`src/rtl/mem_access_unit_pkg.sv`:
```
// Shared encodings for the memory-stage access engine: access sizes, exception
// codes, address map and FSM states, plus bus lane helpers.
package mem_access_unit_pkg;

    localparam logic [1:0] SZ_BYTE = 2'b00;
    localparam logic [1:0] SZ_HALF = 2'b01;
    localparam logic [1:0] SZ_WORD = 2'b10;
    localparam logic [1:0] SZ_RSVD = 2'b11;

    localparam logic [4:0] EXC_NONE = 5'd0;
    localparam logic [4:0] EXC_ADEL = 5'd4;
    localparam logic [4:0] EXC_ADES = 5'd5;

    localparam logic [31:0] DM_TOP_DEF  = 32'h0000_2FFF;
    localparam logic [31:0] IO_BASE_DEF = 32'h0000_7F00;
    localparam logic [31:0] IO_TOP_DEF  = 32'h0000_7F1B;

    typedef enum logic [1:0] {
        ST_IDLE = 2'b00,
        ST_WAIT = 2'b01,
        ST_DONE = 2'b10
    } state_t;

    function automatic logic [3:0] byte_enables(input logic [1:0] sz, input logic [1:0] lane);
        case (sz)
            SZ_BYTE: byte_enables = 4'b0001 << lane;
            SZ_HALF: byte_enables = lane[1] ? 4'b1100 : 4'b0011;
            default: byte_enables = 4'b1111;
        endcase
    endfunction

    // Store data is copied onto every lane so the bridge can pick any byte lane
    function automatic logic [31:0] lane_replicate(input logic [1:0] sz, input logic [31:0] d);
        case (sz)
            SZ_BYTE: lane_replicate = {4{d[7:0]}};
            SZ_HALF: lane_replicate = {2{d[15:0]}};
            default: lane_replicate = d;
        endcase
    endfunction

endpackage

```
`src/rtl/mem_access_unit_if.sv`:
```
// System-bridge bus: single outstanding request, one-cycle ack pulse.
interface mem_access_unit_if;
    logic        bus_req;
    logic        bus_we;
    logic [31:0] bus_addr;
    logic [3:0]  bus_be;
    logic [31:0] bus_wdata;
    logic [31:0] bus_rdata;
    logic        bus_ack;

    modport master (
        output bus_req, bus_we, bus_addr, bus_be, bus_wdata,
        input  bus_rdata, bus_ack
    );

    modport slave (
        input  bus_req, bus_we, bus_addr, bus_be, bus_wdata,
        output bus_rdata, bus_ack
    );
endinterface

```
`src/rtl/mem_access_unit_load_extender.sv`:
```
// Lane select and zero/sign extension of captured load data.
module load_extender
    import mem_access_unit_pkg::*;
(
    input  logic [31:0] rdata,
    input  logic [1:0]  size,
    input  logic [1:0]  lane,
    input  logic        sign_ext,
    output logic [31:0] data
);

    logic [7:0]  byte_s;
    logic [15:0] half_s;

    // Pick the addressed lane, then widen it to 32 bits
    always_comb begin
        byte_s = rdata[{lane, 3'b000} +: 8];
        half_s = rdata[{lane[1], 4'b0000} +: 16];
        case (size)
            SZ_BYTE: data = {{24{sign_ext & byte_s[7]}}, byte_s};
            SZ_HALF: data = {{16{sign_ext & half_s[15]}}, half_s};
            default: data = rdata;
        endcase
    end

endmodule

```
`src/rtl/mem_access_unit.sv`:
```
// M-stage load/store engine: legality check, single bus transaction with
// timeout, M/W stall and extended load data.
module mem_access_unit
    import mem_access_unit_pkg::*;
#(
    parameter int unsigned TIMEOUT = 15,
    parameter logic [31:0] DM_TOP  = DM_TOP_DEF,
    parameter logic [31:0] IO_BASE = IO_BASE_DEF,
    parameter logic [31:0] IO_TOP  = IO_TOP_DEF
) (
    input  logic                     clk,
    input  logic                     reset,
    input  logic                     valid_M,
    input  logic                     mem_read,
    input  logic                     mem_write,
    input  logic [1:0]               size,
    input  logic                     load_signed,
    input  logic [31:0]              addr,
    input  logic [31:0]              wdata,
    mem_access_unit_if.master        bus,
    output logic                     mem_busy,
    output logic [31:0]              data_M,
    output logic                     exc_valid,
    output logic [4:0]               exc_code
);

    state_t      state_q, state_d;
    logic        bus_req_q, bus_req_d;
    logic        bus_we_q, bus_we_d;
    logic [31:0] bus_addr_q, bus_addr_d;
    logic [3:0]  bus_be_q, bus_be_d;
    logic [31:0] bus_wdata_q, bus_wdata_d;
    logic [31:0] rdata_q, rdata_d;
    logic [7:0]  cnt_q, cnt_d;
    logic        tmo_q, tmo_d;
    logic [1:0]  lat_size_q, lat_size_d;
    logic        lat_sign_q, lat_sign_d;
    logic [1:0]  lat_lane_q, lat_lane_d;
    logic        lat_we_q, lat_we_d;

    logic [1:0]  size_eff_s;
    logic        access_s;
    logic        misaligned_s;
    logic        in_dm_s;
    logic        in_io_s;
    logic        illegal_s;
    logic [7:0]  cnt_inc_s;
    logic [31:0] ext_data_s;

    load_extender u_load_extender (
        .rdata    (rdata_q),
        .size     (lat_size_q),
        .lane     (lat_lane_q),
        .sign_ext (lat_sign_q),
        .data     (ext_data_s)
    );

    // Legality of the request currently presented by the M stage
    always_comb begin
        size_eff_s = (size == SZ_RSVD) ? SZ_WORD : size;
        access_s   = valid_M & (mem_read | mem_write);
        case (size_eff_s)
            SZ_HALF: misaligned_s = addr[0];
            SZ_WORD: misaligned_s = (addr[1:0] != 2'b00);
            default: misaligned_s = 1'b0;
        endcase
        in_dm_s   = (addr <= DM_TOP);
        in_io_s   = (addr >= IO_BASE) && (addr <= IO_TOP);
        illegal_s = misaligned_s | ~(in_dm_s | in_io_s) | (in_io_s & (size_eff_s != SZ_WORD));
        cnt_inc_s = cnt_q + 8'd1;
    end

    // Next-state, bus register updates and M-stage outputs
    always_comb begin
        state_d     = state_q;
        bus_req_d   = bus_req_q;
        bus_we_d    = bus_we_q;
        bus_addr_d  = bus_addr_q;
        bus_be_d    = bus_be_q;
        bus_wdata_d = bus_wdata_q;
        rdata_d     = rdata_q;
        cnt_d       = cnt_q;
        tmo_d       = tmo_q;
        lat_size_d  = lat_size_q;
        lat_sign_d  = lat_sign_q;
        lat_lane_d  = lat_lane_q;
        lat_we_d    = lat_we_q;
        mem_busy    = 1'b0;
        exc_valid   = 1'b0;
        exc_code    = EXC_NONE;
        data_M      = 32'd0;

        case (state_q)
            ST_IDLE: begin
                if (access_s && illegal_s) begin
                    exc_valid = 1'b1;
                    exc_code  = mem_write ? EXC_ADES : EXC_ADEL;
                end else if (access_s) begin
                    mem_busy    = 1'b1;
                    state_d     = ST_WAIT;
                    bus_req_d   = 1'b1;
                    bus_we_d    = mem_write;
                    bus_addr_d  = {addr[31:2], 2'b00};
                    bus_be_d    = byte_enables(size_eff_s, addr[1:0]);
                    bus_wdata_d = lane_replicate(size_eff_s, wdata);
                    cnt_d       = 8'd0;
                    tmo_d       = 1'b0;
                    lat_size_d  = size_eff_s;
                    lat_sign_d  = load_signed;
                    lat_lane_d  = addr[1:0];
                    lat_we_d    = mem_write;
                end else begin
                    state_d = ST_IDLE;
                end
            end
            ST_WAIT: begin
                mem_busy = 1'b1;
                // An ack on the final allowed cycle still completes normally
                if (bus.bus_ack) begin
                    rdata_d   = bus.bus_rdata;
                    cnt_d     = 8'd0;
                    bus_req_d = 1'b0;
                    bus_we_d  = 1'b0;
                    state_d   = ST_DONE;
                end else if (cnt_inc_s == 8'(TIMEOUT)) begin
                    cnt_d     = 8'd0;
                    bus_req_d = 1'b0;
                    bus_we_d  = 1'b0;
                    tmo_d     = 1'b1;
                    state_d   = ST_DONE;
                end else begin
                    cnt_d = cnt_inc_s;
                end
            end
            ST_DONE: begin
                state_d = ST_IDLE;
                if (tmo_q) begin
                    exc_valid = 1'b1;
                    exc_code  = lat_we_q ? EXC_ADES : EXC_ADEL;
                end else if (!lat_we_q) begin
                    data_M = ext_data_s;
                end else begin
                    data_M = 32'd0;
                end
            end
            default: begin
                state_d = ST_IDLE;
            end
        endcase
    end

    // State and bus registers; reset clears any pending request at once
    always_ff @(posedge clk or negedge reset) begin
        if (!reset) begin
            state_q     <= ST_IDLE;
            bus_req_q   <= 1'b0;
            bus_we_q    <= 1'b0;
            bus_addr_q  <= 32'd0;
            bus_be_q    <= 4'd0;
            bus_wdata_q <= 32'd0;
            rdata_q     <= 32'd0;
            cnt_q       <= 8'd0;
            tmo_q       <= 1'b0;
            lat_size_q  <= SZ_BYTE;
            lat_sign_q  <= 1'b0;
            lat_lane_q  <= 2'b00;
            lat_we_q    <= 1'b0;
        end else begin
            state_q     <= state_d;
            bus_req_q   <= bus_req_d;
            bus_we_q    <= bus_we_d;
            bus_addr_q  <= bus_addr_d;
            bus_be_q    <= bus_be_d;
            bus_wdata_q <= bus_wdata_d;
            rdata_q     <= rdata_d;
            cnt_q       <= cnt_d;
            tmo_q       <= tmo_d;
            lat_size_q  <= lat_size_d;
            lat_sign_q  <= lat_sign_d;
            lat_lane_q  <= lat_lane_d;
            lat_we_q    <= lat_we_d;
        end
    end

    assign bus.bus_req   = bus_req_q;
    assign bus.bus_we    = bus_we_q;
    assign bus.bus_addr  = bus_addr_q;
    assign bus.bus_be    = bus_be_q;
    assign bus.bus_wdata = bus_wdata_q;

endmodule

```
`src/flat_wrapper.sv`:
```
// flat-port wrapper written by rule: the top's interface ports become plain ports
module mem_access_unit_flat import mem_access_unit_pkg::*;
#(
    parameter int unsigned TIMEOUT = 15,
    parameter logic [31:0] DM_TOP  = DM_TOP_DEF,
    parameter logic [31:0] IO_BASE = IO_BASE_DEF,
    parameter logic [31:0] IO_TOP  = IO_TOP_DEF
)
  (clk, reset, valid_M, mem_read, mem_write, size, load_signed, addr, wdata, mem_busy, data_M, exc_valid, exc_code, bus_bus_req, bus_bus_we, bus_bus_addr, bus_bus_be, bus_bus_wdata, bus_bus_rdata, bus_bus_ack);
  mem_access_unit_if bus_i ();
  input  logic clk;
  input  logic reset;
  input  logic valid_M;
  input  logic mem_read;
  input  logic mem_write;
  input  logic [1:0] size;
  input  logic load_signed;
  input  logic [31:0] addr;
  input  logic [31:0] wdata;
  output logic mem_busy;
  output logic [31:0] data_M;
  output logic exc_valid;
  output logic [4:0] exc_code;
  output wire logic [$bits(bus_i.bus_req)-1:0] bus_bus_req;
  output wire logic [$bits(bus_i.bus_we)-1:0] bus_bus_we;
  output wire logic [$bits(bus_i.bus_addr)-1:0] bus_bus_addr;
  output wire logic [$bits(bus_i.bus_be)-1:0] bus_bus_be;
  output wire logic [$bits(bus_i.bus_wdata)-1:0] bus_bus_wdata;
  input wire logic [$bits(bus_i.bus_rdata)-1:0] bus_bus_rdata;
  input wire logic [$bits(bus_i.bus_ack)-1:0] bus_bus_ack;
  assign bus_bus_req = bus_i.bus_req;
  assign bus_bus_we = bus_i.bus_we;
  assign bus_bus_addr = bus_i.bus_addr;
  assign bus_bus_be = bus_i.bus_be;
  assign bus_bus_wdata = bus_i.bus_wdata;
  assign bus_i.bus_rdata = bus_bus_rdata;
  assign bus_i.bus_ack = bus_bus_ack;
  mem_access_unit #(.TIMEOUT(TIMEOUT), .DM_TOP(DM_TOP), .IO_BASE(IO_BASE), .IO_TOP(IO_TOP)) u_core (.clk(clk), .reset(reset), .valid_M(valid_M), .mem_read(mem_read), .mem_write(mem_write), .size(size), .load_signed(load_signed), .addr(addr), .wdata(wdata), .bus(bus_i), .mem_busy(mem_busy), .data_M(data_M), .exc_valid(exc_valid), .exc_code(exc_code));
endmodule
```
`config.mk`:
```
export PLATFORM = sky130hd
export DESIGN_NAME = mem_access_unit_flat
export DESIGN_NICKNAME = d
export VERILOG_FILES = /design/src/rtl/mem_access_unit_pkg.sv /design/src/rtl/mem_access_unit_if.sv /design/src/rtl/mem_access_unit_load_extender.sv /design/src/rtl/mem_access_unit.sv /design/src/flat_wrapper.sv
export SDC_FILE = /design/constraint.sdc
export NUM_CORES = 1
export LEC_CHECK = 0
export ABC_AREA = 1
export BUFFER_PORTS_ARGS = -buffer_cell sky130_fd_sc_hd__buf_2
export CORE_MARGIN = 5
export CORE_UTILIZATION = 50
export CTS_BUF_LIST = sky130_fd_sc_hd__clkbuf_4 sky130_fd_sc_hd__clkbuf_8
export CTS_CLUSTER_SIZE = 12
export DETAILED_ROUTE_END_ITERATION = 8
export GPL_TIMING_DRIVEN = 0
export PLACE_DENSITY = 0.8
export SETUP_SLACK_MARGIN = 0.2
export SYNTH_ARGS = -nofsm -noshare
export SYNTH_HDL_FRONTEND = slang
export SYNTH_HIERARCHICAL = 1
export SYNTH_SLANG_ARGS = --single-unit
```
`constraint.sdc`:
```
create_clock -name clk -period 4.55 [get_ports clk]
set_input_delay 0.2275 -clock clk [delete_from_list [all_inputs] [get_ports clk]]
set_output_delay 0.2275 -clock clk [all_outputs]
set_load 0.005 [all_outputs]
```
==> results.txt <==
Hold Vio Cnt, Final - 0
min-delay worst type - in -> reg
Worst Skew - 8.67 ps
highest routing layer actually used - met5
final core utilization - 64.4%
placed cell count - 1170
via count - 6167
core area - 12500 µm²
crit-path max FO - 10
WP depth - 10
post-cts resize count - 0
FILL cells - 1114
total of max-cap violations - 0
largest net degree at the start of global routing - 95
RePlAce Congestion - 0.955
met2 wire length - 8.81 mm
drc violations - 0
detailed placement HPWL - 14.1 mm
reg2reg setup slack - 2660 ps
final cell count without fillers - 1205
Critical Path RT - 4320 ps
startpoint types - flip-flop
sequential element share of the synthesized area - 46.6%
number of global-route vias before repair - 6052
Initial Util - 50.4%
post-layout power - 2.18 mW
pre-CTS setup slack - 2690 ps
Max Clk Rate - 426 MHz
row cnt - 41
DRT antenna net count - 0
Routed met1 length - 7.54 mm
first-pass GRT wire length - 30.1 mm
hold path cells - 2
PortBufs - 207
R2R depth - 12
CTS root buffer - clkbuf_8
Worst-Margin Slew - 733 ps
leakage power - 4.85 nW
DR pass1 iterations - 6
Max VDD drop - 231 µV
crit end category - output port
Buf+Inv Stages, Crit Path - 4
Routed WL - 18.8 mm
CTS Hold Buffers Added - 3
post-placement cell area - 7590 µm²
final worst path period share - 51.6%
Post-Synthesis Cells - 786
arrival time at the worst endpoint - 2120 ps
critical path's top delay family - buffers and inverters
status - complete, no violations
clk slew on worst S/H paths - 60 ps
Diodes inserted - 0
Seq. cell area - 2930 µm²
Finished Cell Area - 8030 µm²
WHS - 23.5 ps
Setup violations, final - 0
crit-path cells - buf_4 -> inv_4 -> nand2_1 -> nand2_2 -> nand3_2 -> buf_4 -> nand3_2 -> nand2_1 -> nor2_1 -> buf_2
Remaining Overflow, GRT - 0
DR WL met3 - 1.86 mm
RSZ-0062 raised after global routing - false
Clk Latency, worst-skew pair - 430 ps
clock tree buffer depth - 2
IO Count - 214
fin. max-slew vios - 0
CTS Sinks - 117
mapped cell area - 6290 µm²
wire per inst - 15.6 µm
Slew HR - 51.1%
flops & latches, synth - 117
Cell Pwr Density - 272 nW/µm²
critical path class - reg -> out
die width - 122 µm
post-synthesis cell type count - 34
Iteration-0 DRC Markers - 660
vias per cell - 5.12
Die ar. - 14900 µm²
initial antenna violation count - 1
GR Util All Layers - 26.0%
Die Span Y - 122 µm
Tmin final - 2350 ps
setup ws final - 2200 ps
post-synthesis average cell area - 8.00 µm²
number of H-tree levels - 4
CTS Buf Count - 17
setup bufs post-CTS - 0
nets - 1127
ratio of cells with drive above 1 in the final layout - 33.4%
area occupied by multi-input gates - 2790 µm²
Area Overhead vs Synth - 27.8%
TNS Setup - 0 ps
CTS tree - yes
CP max stage delay - 380 ps
Crit-path slowest cell - dfrtp_1
Synth Warn # - 6
[layer usage]
| layer | GRT usage (%) | up-vias |
|---|---|---|
| li1 | - | 2955 |
| met1 | 32.6 | 2823 |
| met2 | 41.8 | 342 |
| met3 | 8.50 | 45 |
| met4 | 10.2 | 2 |
| met5 | 0 | - |
[logic make-up (layout without fill, tap and decap cells)]
family          Yosys count  after routing  share of synthesized area [%]
simple gates            429            429                           30.0
buf+inv                 124            367                           9.31
flops                   117            117                           46.6
compound gates           80             80                           7.78
mux                      32             32                           5.73
fa+ha+maj                 2              2                          0.398
other cells               1              5                         0.0596
xor+xnor                  1              1                          0.139
[area by class of cell]
type                       count  share of cell area [%]
inverter                      77                    3.68
multi-input combinational    549                    34.7
tap                          172                    2.68
timing repair buffer         211                    13.7
clock buffer                  20                    3.27
buffer                        47                    3.61
sequential                   117                    36.4
clock inverter                12                    1.90
[layout by cell type (no fill, tap or decap), types with 2 or more instances in the layout]
cell / Yosys / layout
a211oi_1: 2 / 2
a21oi_1: 12 / 12
a221o_1: 2 / 2
a221oi_1: 14 / 14
buf_2: 13 / 219
buf_4: 10 / 10
buf_6: 8 / 9
bufinv_16: 0 / 3
clkbuf_1: 15 / 15
clkbuf_4: 0 / 2
clkbuf_8: 0 / 18
clkinv_2: 1 / 5
clkinv_4: 0 / 2
conb_1: 1 / 5
dfrtp_1: 117 / 117
dlygate4sd3_1: 0 / 3
ha_1: 2 / 2
inv_1: 71 / 71
inv_2: 3 / 3
inv_4: 2 / 2
inv_6: 0 / 2
mux2_2: 32 / 32
nand2_1: 276 / 276
nand2_2: 4 / 4
nand2_4: 3 / 3
nand3_1: 46 / 46
nand3_2: 22 / 22
nand4_1: 5 / 5
nor2_1: 69 / 69
nor2_8: 2 / 2
o21ai_0: 15 / 15
o21ai_1: 27 / 27
o21ai_2: 2 / 2
o22ai_1: 4 / 4
[final timing paths]
check                                                    start                                   end
min                                          bus_bus_rdata[15]        u_core/rdata_q[15]$_DFFE_PN0P_
max                           u_core/lat_lane_q[1]$_DFFE_PN0P_                            data_M[25]
max in group asynchronous                                reset  u_core/bus.bus_wdata[18]$_DFFE_PN0P_
min in group asynchronous                                reset    u_core/bus.bus_addr[5]$_DFFE_PN0P_
max reg2reg                        u_core/cnt_q[0]$_DFFE_PN0P_        u_core/bus.bus_req$_DFFE_PN0P_
min reg2reg                u_core/bus.bus_addr[31]$_DFFE_PN0P_   u_core/bus.bus_addr[31]$_DFFE_PN0P_
[state kept, by name (all words and copies together) (netlist names)]
| signal | count |
|---|---|
| u_core/bus.bus_wdata | 32 |
| u_core/rdata_q | 32 |
| u_core/bus.bus_addr | 30 |
| u_core/cnt_q | 8 |
| u_core/bus.bus_be | 4 |
| u_core/lat_lane_q | 2 |
| u_core/lat_size_q | 2 |
| u_core/state_q | 2 |
| u_core/bus.bus_req | 1 |
| u_core/bus.bus_we | 1 |
| u_core/lat_sign_q | 1 |
| u_core/lat_we_q | 1 |
| u_core/tmo_q | 1 |
[worst register-to-register path, cell delays in order, from the launching register on]
cell and delay [ps]:
dfrtp_1 450, ha_1 230, nand2_1 100, nor2_1 170
nand3_1 100, nand2_1 100, nand2_1 60, inv_1 50
nand2_1 50, nand2_1 230, nand2_1 110, nand2_1 80
nand2_1 50
[cell usage after synthesis, drive strengths merged]
master	count	area (µm²)
a211oi	2	15.0
a21oi	12	60.1
a221o	2	20.0
a221oi	14	123
a22oi	1	7.51
buf	32	234
clkbuf	15	56.3
clkinv	1	5.00
conb	1	3.75
dfrtp	117	2930
ha	2	25.0
inv	76	290
mux2	32	360
nand2	283	1090
nand3	68	450
nand4	5	31.3
nor2	72	305
o21ai	44	228
o21bai	1	11.3
o22ai	4	25.0
or2	1	6.26
xor2	1	8.76
[power by group]
group	switching (mW)	total, mW	internal, mW
Combinational	0.0811	0.140	0.0588
Sequential	0.0000146	1.04	1.04
Clock	0.435	1.00	0.569
Total	0.516	2.18	1.67
Power figures use the tool's default switching activity.
